<file path="src/rtl/snd_cpu_bus_resp.sv">
// Sound-CPU (8035) external bus responder: turns ALE/PSENn/RDn/WRn cycles into single-clock ROM/XDATA requests.
// Optional SNDBUS_ERRCNT_EN builds a saturating timeout/conflict counter on O_ERR_CNT.
module snd_cpu_bus_resp #(
    parameter int unsigned TIMEOUT = 16,
    parameter logic [7:0]  IDLE_DB = 8'hFF
) (
    input  logic        I_CLK,
    input  logic        I_RSTn,
    input  logic        I_ALE,
    input  logic        I_PSENn,
    input  logic        I_RDn,
    input  logic        I_WRn,
    input  logic [7:0]  I_CPU_DB,
    input  logic [7:0]  I_CPU_P2,
    output logic [7:0]  O_CPU_DB,
    output logic        O_ROM_REQ,
    output logic [11:0] O_ROM_A,
    input  logic        I_ROM_ACK,
    input  logic [7:0]  I_ROM_D,
    output logic        O_XRD_REQ,
    output logic        O_XWR_STB,
    output logic [15:0] O_XA,
    output logic [7:0]  O_XWD,
    input  logic        I_X_ACK,
    input  logic [7:0]  I_X_D,
    output logic        O_ERR,
    output logic [7:0]  O_ERR_CNT
);

    localparam int unsigned CNT_W    = $clog2(TIMEOUT + 1);
    localparam logic [CNT_W-1:0] CNT_LAST = CNT_W'(TIMEOUT - 1);

    localparam int unsigned STB_PSEN = 0;
    localparam int unsigned STB_RD   = 1;
    localparam int unsigned STB_WR   = 2;

    localparam logic [2:0] S_IDLE  = 3'd0;
    localparam logic [2:0] S_FREQ  = 3'd1;
    localparam logic [2:0] S_FWAIT = 3'd2;
    localparam logic [2:0] S_XREQ  = 3'd3;
    localparam logic [2:0] S_XWAIT = 3'd4;
    localparam logic [2:0] S_HOLD  = 3'd5;

    // strobe sampling and edge detect
    logic             ale_s_q, ale_s_d, ale_p_q, ale_p_d;
    logic [2:0]       stb_s_q, stb_s_d, stb_p_q, stb_p_d;
    logic [2:0]       arm_q, arm_d;
    logic [7:0]       db_s_q, db_s_d, db_p_q, db_p_d;
    logic [7:0]       p2_s_q, p2_s_d;

    logic [7:0]       lo_q, lo_d, hi_q, hi_d;
    logic [2:0]       state_q, state_d;
    logic [CNT_W-1:0] cnt_q, cnt_d;
    logic [7:0]       data_q, data_d;
    logic             is_x_q, is_x_d;
    logic [7:0]       cpu_db_q, cpu_db_d;
    logic             rom_req_q, rom_req_d;
    logic             xrd_req_q, xrd_req_d;
    logic             xwr_stb_q, xwr_stb_d;
    logic [7:0]       xwd_q, xwd_d;
    logic             err_q, err_d;
    logic             ov_q, ov_d;

    logic             ale_fall, ale_rise;
    logic [2:0]       stb_fall, stb_rise;
    logic             ov;
    logic             wr_conflict;
    logic             psrd_conflict;
    logic             timeout_ev;
    logic             active_hi;
    logic             ack_sel;

    // A strobe only arms after being seen high twice, so one held low across reset never fires
    assign ale_fall    = ale_p_q & ~ale_s_q;
    assign ale_rise    = ~ale_p_q & ale_s_q;
    assign stb_fall    = stb_p_q & ~stb_s_q & arm_q;
    assign stb_rise    = ~stb_p_q & stb_s_q & arm_q;
    assign ov          = ~stb_s_q[STB_WR] & (~stb_s_q[STB_RD] | ~stb_s_q[STB_PSEN]) & arm_q[STB_WR];
    assign wr_conflict = ov & ~ov_q;
    assign active_hi   = is_x_q ? stb_s_q[STB_RD] : stb_s_q[STB_PSEN];
    assign ack_sel     = is_x_q ? I_X_ACK : I_ROM_ACK;

    always_ff @(posedge I_CLK) begin
        if (!I_RSTn) begin
            ale_s_q   <= 1'b0;
            ale_p_q   <= 1'b0;
            stb_s_q   <= 3'b111;
            stb_p_q   <= 3'b111;
            arm_q     <= 3'b000;
            db_s_q    <= 8'h00;
            db_p_q    <= 8'h00;
            p2_s_q    <= 8'h00;
            lo_q      <= 8'h00;
            hi_q      <= 8'h00;
            state_q   <= S_IDLE;
            cnt_q     <= '0;
            data_q    <= 8'h00;
            is_x_q    <= 1'b0;
            cpu_db_q  <= IDLE_DB;
            rom_req_q <= 1'b0;
            xrd_req_q <= 1'b0;
            xwr_stb_q <= 1'b0;
            xwd_q     <= 8'h00;
            err_q     <= 1'b0;
            ov_q      <= 1'b0;
        end else begin
            ale_s_q   <= ale_s_d;
            ale_p_q   <= ale_p_d;
            stb_s_q   <= stb_s_d;
            stb_p_q   <= stb_p_d;
            arm_q     <= arm_d;
            db_s_q    <= db_s_d;
            db_p_q    <= db_p_d;
            p2_s_q    <= p2_s_d;
            lo_q      <= lo_d;
            hi_q      <= hi_d;
            state_q   <= state_d;
            cnt_q     <= cnt_d;
            data_q    <= data_d;
            is_x_q    <= is_x_d;
            cpu_db_q  <= cpu_db_d;
            rom_req_q <= rom_req_d;
            xrd_req_q <= xrd_req_d;
            xwr_stb_q <= xwr_stb_d;
            xwd_q     <= xwd_d;
            err_q     <= err_d;
            ov_q      <= ov_d;
        end
    end

    always_comb begin
        ale_s_d       = I_ALE;
        ale_p_d       = ale_s_q;
        stb_s_d       = {I_WRn, I_RDn, I_PSENn};
        stb_p_d       = stb_s_q;
        arm_d         = arm_q | (stb_s_d & stb_s_q);
        db_s_d        = I_CPU_DB;
        db_p_d        = db_s_q;
        p2_s_d        = I_CPU_P2;
        lo_d          = lo_q;
        hi_d          = hi_q;
        state_d       = state_q;
        cnt_d         = cnt_q;
        data_d        = data_q;
        is_x_d        = is_x_q;
        xwd_d         = xwd_q;
        ov_d          = ov;
        timeout_ev    = 1'b0;
        psrd_conflict = 1'b0;

        if (ale_fall) begin
            lo_d = db_s_q;
            hi_d = p2_s_q;
        end

        // write data is the last sample taken while WRn was still low
        xwr_stb_d = stb_rise[STB_WR];
        if (stb_rise[STB_WR]) begin
            xwd_d = db_p_q;
        end

        if (ale_rise) begin
            state_d = S_IDLE;
        end else begin
            case (state_q)
                S_IDLE: begin
                    if (stb_fall[STB_PSEN]) begin
                        state_d       = S_FREQ;
                        is_x_d        = 1'b0;
                        psrd_conflict = stb_fall[STB_RD];
                    end else if (stb_fall[STB_RD]) begin
                        state_d = S_XREQ;
                        is_x_d  = 1'b1;
                    end
                end
                S_FREQ, S_XREQ: begin
                    cnt_d = '0;
                    if (active_hi) begin
                        state_d = S_IDLE;
                    end else begin
                        state_d = is_x_q ? S_XWAIT : S_FWAIT;
                    end
                end
                S_FWAIT, S_XWAIT: begin
                    if (active_hi) begin
                        state_d = S_IDLE;
                    end else if (ack_sel) begin
                        data_d  = is_x_q ? I_X_D : I_ROM_D;
                        state_d = S_HOLD;
                    end else if (cnt_q == CNT_LAST) begin
                        data_d     = 8'hFF;
                        timeout_ev = 1'b1;
                        state_d    = S_HOLD;
                    end else begin
                        cnt_d = cnt_q + CNT_W'(1);
                    end
                end
                S_HOLD: begin
                    if (active_hi) begin
                        state_d = S_IDLE;
                    end
                end
                default: state_d = S_IDLE;
            endcase
        end

        rom_req_d = (state_d == S_FREQ);
        xrd_req_d = (state_d == S_XREQ);
        cpu_db_d  = (state_d == S_HOLD) ? data_d : IDLE_DB;
        err_d     = err_q | timeout_ev | psrd_conflict | wr_conflict;
    end

`ifdef SNDBUS_ERRCNT_EN
    // saturating count of timeouts and strobe conflicts
    logic [7:0] errcnt_q, errcnt_d;
    logic [1:0] err_inc;
    logic [8:0] errcnt_sum;

    always_comb begin
        err_inc    = 2'(timeout_ev) + 2'(psrd_conflict) + 2'(wr_conflict);
        errcnt_sum = 9'(errcnt_q) + 9'(err_inc);
        errcnt_d   = errcnt_sum[8] ? 8'hFF : errcnt_sum[7:0];
    end

    always_ff @(posedge I_CLK) begin
        if (!I_RSTn) begin
            errcnt_q <= 8'h00;
        end else begin
            errcnt_q <= errcnt_d;
        end
    end

    assign O_ERR_CNT = errcnt_q;
`else
    assign O_ERR_CNT = 8'h00;
`endif

    assign O_CPU_DB  = cpu_db_q;
    assign O_ROM_REQ = rom_req_q;
    assign O_ROM_A   = {hi_q[3:0], lo_q};
    assign O_XRD_REQ = xrd_req_q;
    assign O_XWR_STB = xwr_stb_q;
    assign O_XA      = {hi_q, lo_q};
    assign O_XWD     = xwd_q;
    assign O_ERR     = err_q;

endmodule

</file>
<file path="config.mk">
export PLATFORM = sky130hd
export DESIGN_NAME = snd_cpu_bus_resp
export DESIGN_NICKNAME = d
export VERILOG_FILES = /design/src/rtl/snd_cpu_bus_resp.sv
export SDC_FILE = /design/constraint.sdc
export NUM_CORES = 1
export LEC_CHECK = 0
export BUFFER_PORTS_ARGS = -buffer_cell sky130_fd_sc_hd__buf_2
export CAP_MARGIN = 30
export CELL_PAD_IN_SITES_DETAIL_PLACEMENT = 1
export CELL_PAD_IN_SITES_GLOBAL_PLACEMENT = 2
export CORE_ASPECT_RATIO = 0.8
export CORE_MARGIN = 1
export CORE_UTILIZATION = 28
export DETAILED_ROUTE_END_ITERATION = 10
export PLACE_DENSITY = 0.86
export SLEW_MARGIN = 20
export SYNTH_ARGS = -nofsm -noshare
export SYNTH_HDL_FRONTEND = slang
export SYNTH_SLANG_ARGS = --single-unit
export TNS_END_PERCENT = 1
</file>
<file path="constraint.sdc">
create_clock -name I_CLK -period 2 [get_ports I_CLK]
set_input_delay 0.3 -clock I_CLK [delete_from_list [all_inputs] [get_ports I_CLK]]
set_output_delay 0.3 -clock I_CLK [all_outputs]
set_load 0.05 [all_outputs]
</file>
==> summary.md <==
| Metric | Value |
|---|---|
| WS Path Type | reg -> reg |
| Post-Synth XOR/XNOR Area | 0.2607% |
| Worst EP required | 2.21 ns |
| Number of global-route vias before repair | roughly 2,800 |
| Switch share | 22.67% |
| Max cap viols | 0 |
| CTS tree | built |
| Area leader, netlist | dfxtp_1 |
| Core ar. | ~12,000 µm² |
| WL final | around 8.3 mm |
| Compound-cell area share of the yosys netlist | 11.92% |
| Util after Layout | between 30% and 40% |
| CP endpoint | O_CPU_DB[6]$_SDFF_PN1_ |
| Distinct cells, synth | roughly 40 |
| Post-synthesis mux area share | ~3.7% |
| Layout net count | 469 |
| Clock power frac | a little under half |
| Clock-pin slew on the worst setup and hold paths | 0.06 ns |
| Final min period | roughly 1.9 ns |
| Crit path from | state_q[2]$_SDFF_PN0_ |
| Reg2reg setup slack | 0.08 ns |
| I/O Pins | 96 |
| Clock root buffer master | clkbuf_16 |
| Detailed Route Iter0 Violations | 82 |
| Post-Place Cell Area | just under 4000 µm² |
| Max rail drop VDD | between 400 and 500 µV |
| Total power per unit cell area | ~930 nW/µm² |
| Largest family of logic cells by synthesized area | simple AND/OR/NAND/NOR gates |
| Mapped Avg Cell Area | 9.598 µm² |
| Critical path's slowest cell | or4_4 |
| Drt drc | 0 |
| Most frequent cells after synthesis | dfxtp_1, nand2_1, a21oi_1 |
| Pre-CTS worst setup slack | -0.01579 ns |
| Congestion Overflow GR | 0 |
| Critical R2R Launch | state_q[2]$_SDFF_PN0_ |
| RSZ-0062 raised after global routing | true |
| Clock sink total | between 80 and 90 |
| Most common cell in the netlist | dfxtp_1 |
| Dpl cells | 563 |
| LEAKAGE | 1.795 nW |
| Status | finished clean |
| Initial Util | 28.95% |
| First-pass GRT wire length | between 10 and 15 mm |
| Routed vias/inst | 4.491 |
| F_max | around 520 MHz |
| Worst clock skew | approximately 0.0067 ns |
| Share of cells above drive strength 1 | 30.56% |
| Synth top area share | 53.04% |
| Area Growth Syn to Fin | 25.44% |
| Combinational power share | ~7.4% |
| Final ANT Viol Nets | 0 |
| Seq cells post-synth | 89 |
| Critical Path Max Stage Delay | ~0.66 ns |
| Synth Area in Simple Gates | a little under a quarter |
| Fillers | ~1,300 |
| Fin. max-slew vios | 0 |
| Crit path launch type | flop |
| Cells along the critical path | xnor2_1 > or4_4 > a2111oi_2 > o21ai_0 |
| H-tree depth | 3 |
| Fin. Hold Viols | 0 |
| Slew HR | between 50% and 60% |
| Synth area leaders | dfxtp_1, and2_1, a21oi_1 |
| Worst-case reg-to-reg path depth | 4 |
| Initial antenna violation count | 0 |
| Via count | around 2,600 |
| Post-route insts no fill | 581 |
| Hold_buf cts | 0 |
| Register Area | between 1500 and 2000 µm² |
| Synth Cell Area | 3359 µm² |
| Synth warn | 0 |
| Post-synth EDFFs | 0 |
| Sequential Power Share | 46.9% |
| Post-synthesis async set-or-reset flop share | 0% |
| Switching pwr | about 0.00089 W |
| DR WL/cell | 14.27 µm |
| Min-Delay Path Class | in -> reg |
| Dpl hpwl | 5.946 mm |
| Port Buf Inserts | between 80 and 90 |
| Internal power | just over 0.003 W |
| Adder-cell area share of the yosys netlist | 0.7449% |
| Multi-input gate area | 1379 µm² |
| First-pass DRT Iterations | 4 |
| Chip Height | roughly 100 µm |
| Largest net degree at the start of global routing | 37 |
| R2r endpoint | O_CPU_DB[6]$_SDFF_PN1_ |
| Slew @ Worst Pin | about 0.64 ns |
| Synth Flop Type | dfxtp_1 |
| GR Util All Layers | around 14% |
| CP arrival | between 2 and 2.5 ns |
| Max Fanout on Critical Path | 9 |
| Post-Synthesis Cells | 350 |
| Clock buffer depth | 2 |
| Die W | around 120 µm |
| Clock Latency Late Sink | ~0.33 ns |
| Final worst setup slack | around 0.083 ns |
| Final GP Congestion | 0.7610 |
| Die ar. | ~12,000 µm² |
| Row count | 35 |
| Fin crit share | about 96% |
| Clock buffer count from CTS | 9 |
| Seq/Total Area, Yosys | about 53% |
| Design area | around 4200 µm² |
| WHS | ~0.17 ns |
| # setup viols final | 0 |
| Critical Path End Type | flop |
sequential cells by signal, summed over array words and instances (netlist names), 5 cells and up:
register,cells
O_CPU_DB,8
O_XWD,8
cnt_q,5
data_q,8
db_p_d,8
db_p_q,8
hi_q,8
lo_q,8
p2_s_q,8
stage by stage:
step	power (W)	setup TNS, ns
floorplan	0.002088	0
global placement	0.002164	0
detailed placement	0.002172	-0.01579
CTS	0.003976	0
global route	0.004088	-0.01681
finish	0.003934	0
worst min-delay path by stage:
| stage | start | end | slack (ns) | depth (start not counted) |
|---|---|---|---|---|
| 6_report | I_CPU_P2[3] | p2_s_q[3]$_SDFF_PN0_ | 0.17 | 2 |
| 5_1_grt | I_CPU_DB[4] | db_p_d[4]$_SDFF_PN0_ | 0.16 | 2 |
| 4_1_cts | I_CPU_DB[4] | db_p_d[4]$_SDFF_PN0_ | 0.16 | 2 |
| 3_5_place_dp | p2_s_q[5]$_SDFF_PN0_ | hi_q[5]$_SDFFE_PN0P_ | 0.43 | 2 |
| 3_3_place_gp | p2_s_q[4]$_SDFF_PN0_ | hi_q[4]$_SDFFE_PN0P_ | 0.42 | 2 |
| 2_1_floorplan | I_PSENn | stb_p_d[0]$_SDFF_PN1_ | 0.40 | 1 |
kinds of logic (layout without fill, tap and decap cells):
family                     after synthesis  in the layout
buffers and inverters                   45            120
adders and majority gates                2              2
and+or+nand+nor                        142            142
other                                    1              9
xor gates and xnor gates                 1              1
muxes                                   12             12
DFF                                     89             89
AOI/OAI and AO/OA                       58             58
critical path: cells and delay by family, from the launching register on:
kind / cells / cell delay [ns]
compound gates: 2 / 0.50
simple gates: 1 / 0.66
flops: 1 / 0.46
xor+xnor: 1 / 0.16
final cells by class:
class                           instances  share of cell area (%)
Inverter                                6                  0.5344
Clock inverter                          5                   1.871
Antenna cell                            1                 0.05938
Timing Repair Buffer                   98                   12.38
Multi-Input combinational cell        223                   32.72
Sequential cell                        89                   42.28
Clock buffer                           11                   5.760
Tap cell                              148                   4.394
power groups by stage:
stage          registers, W  logic (W)  clock network (W)
6_report            0.00184   0.000290            0.00180
2_1_floorplan       0.00191   0.000181                  0
4_1_cts             0.00184   0.000290            0.00184
3_3_place_gp        0.00188   0.000282                  0
5_1_grt             0.00185   0.000316            0.00192
3_5_place_dp        0.00188   0.000288                  0
per-layer routing:
metal / share of wire (%) / track usage, % / vias to the layer above / wire [µm]
met2: 49 / 23.63 / 55 / 4042
met4: 0.98 / 4.078 / 0 / 81
met5: 0 / 0 / - / 0
li1: - / - / 1302 / -
met1: 46 / 16.42 / 1245 / 3783
met3: 4.6 / 5.011 / 7 / 383
layout by cell type (no fill, tap or decap), types with 2 or more instances in the layout:
cell        n
nand2b_1   12
nor2_1     19
nand2_1    39
nand3b_1    4
nor2b_1    10
o2111ai_1   2
a21oi_1    32
or3_1       2
a2111oi_4   2
o221a_2     2
o22ai_1     2
ha_1        2
a31oi_1     2
mux2i_1    11
clkinv_2    2
nor3_1     10
buf_4      10
buf_2      87
nand3_1     6
bufinv_16   2
a2111oi_2   6
clkbuf_16   9
or4_1       2
or3b_2      2
conb_1      8
dfxtp_1    89
inv_1       6
and2_1     26
o21ai_0     7
what timing repair did:
| item | CTS | global route |
|---|---|---|
| pin swaps | 0 | 2 |
| resized for setup | 0 | 5 |
| setup endpoints to repair | 1 | 12 |
| buffers inserted | 1 | 0 |
Power figures use the tool's default switching activity.
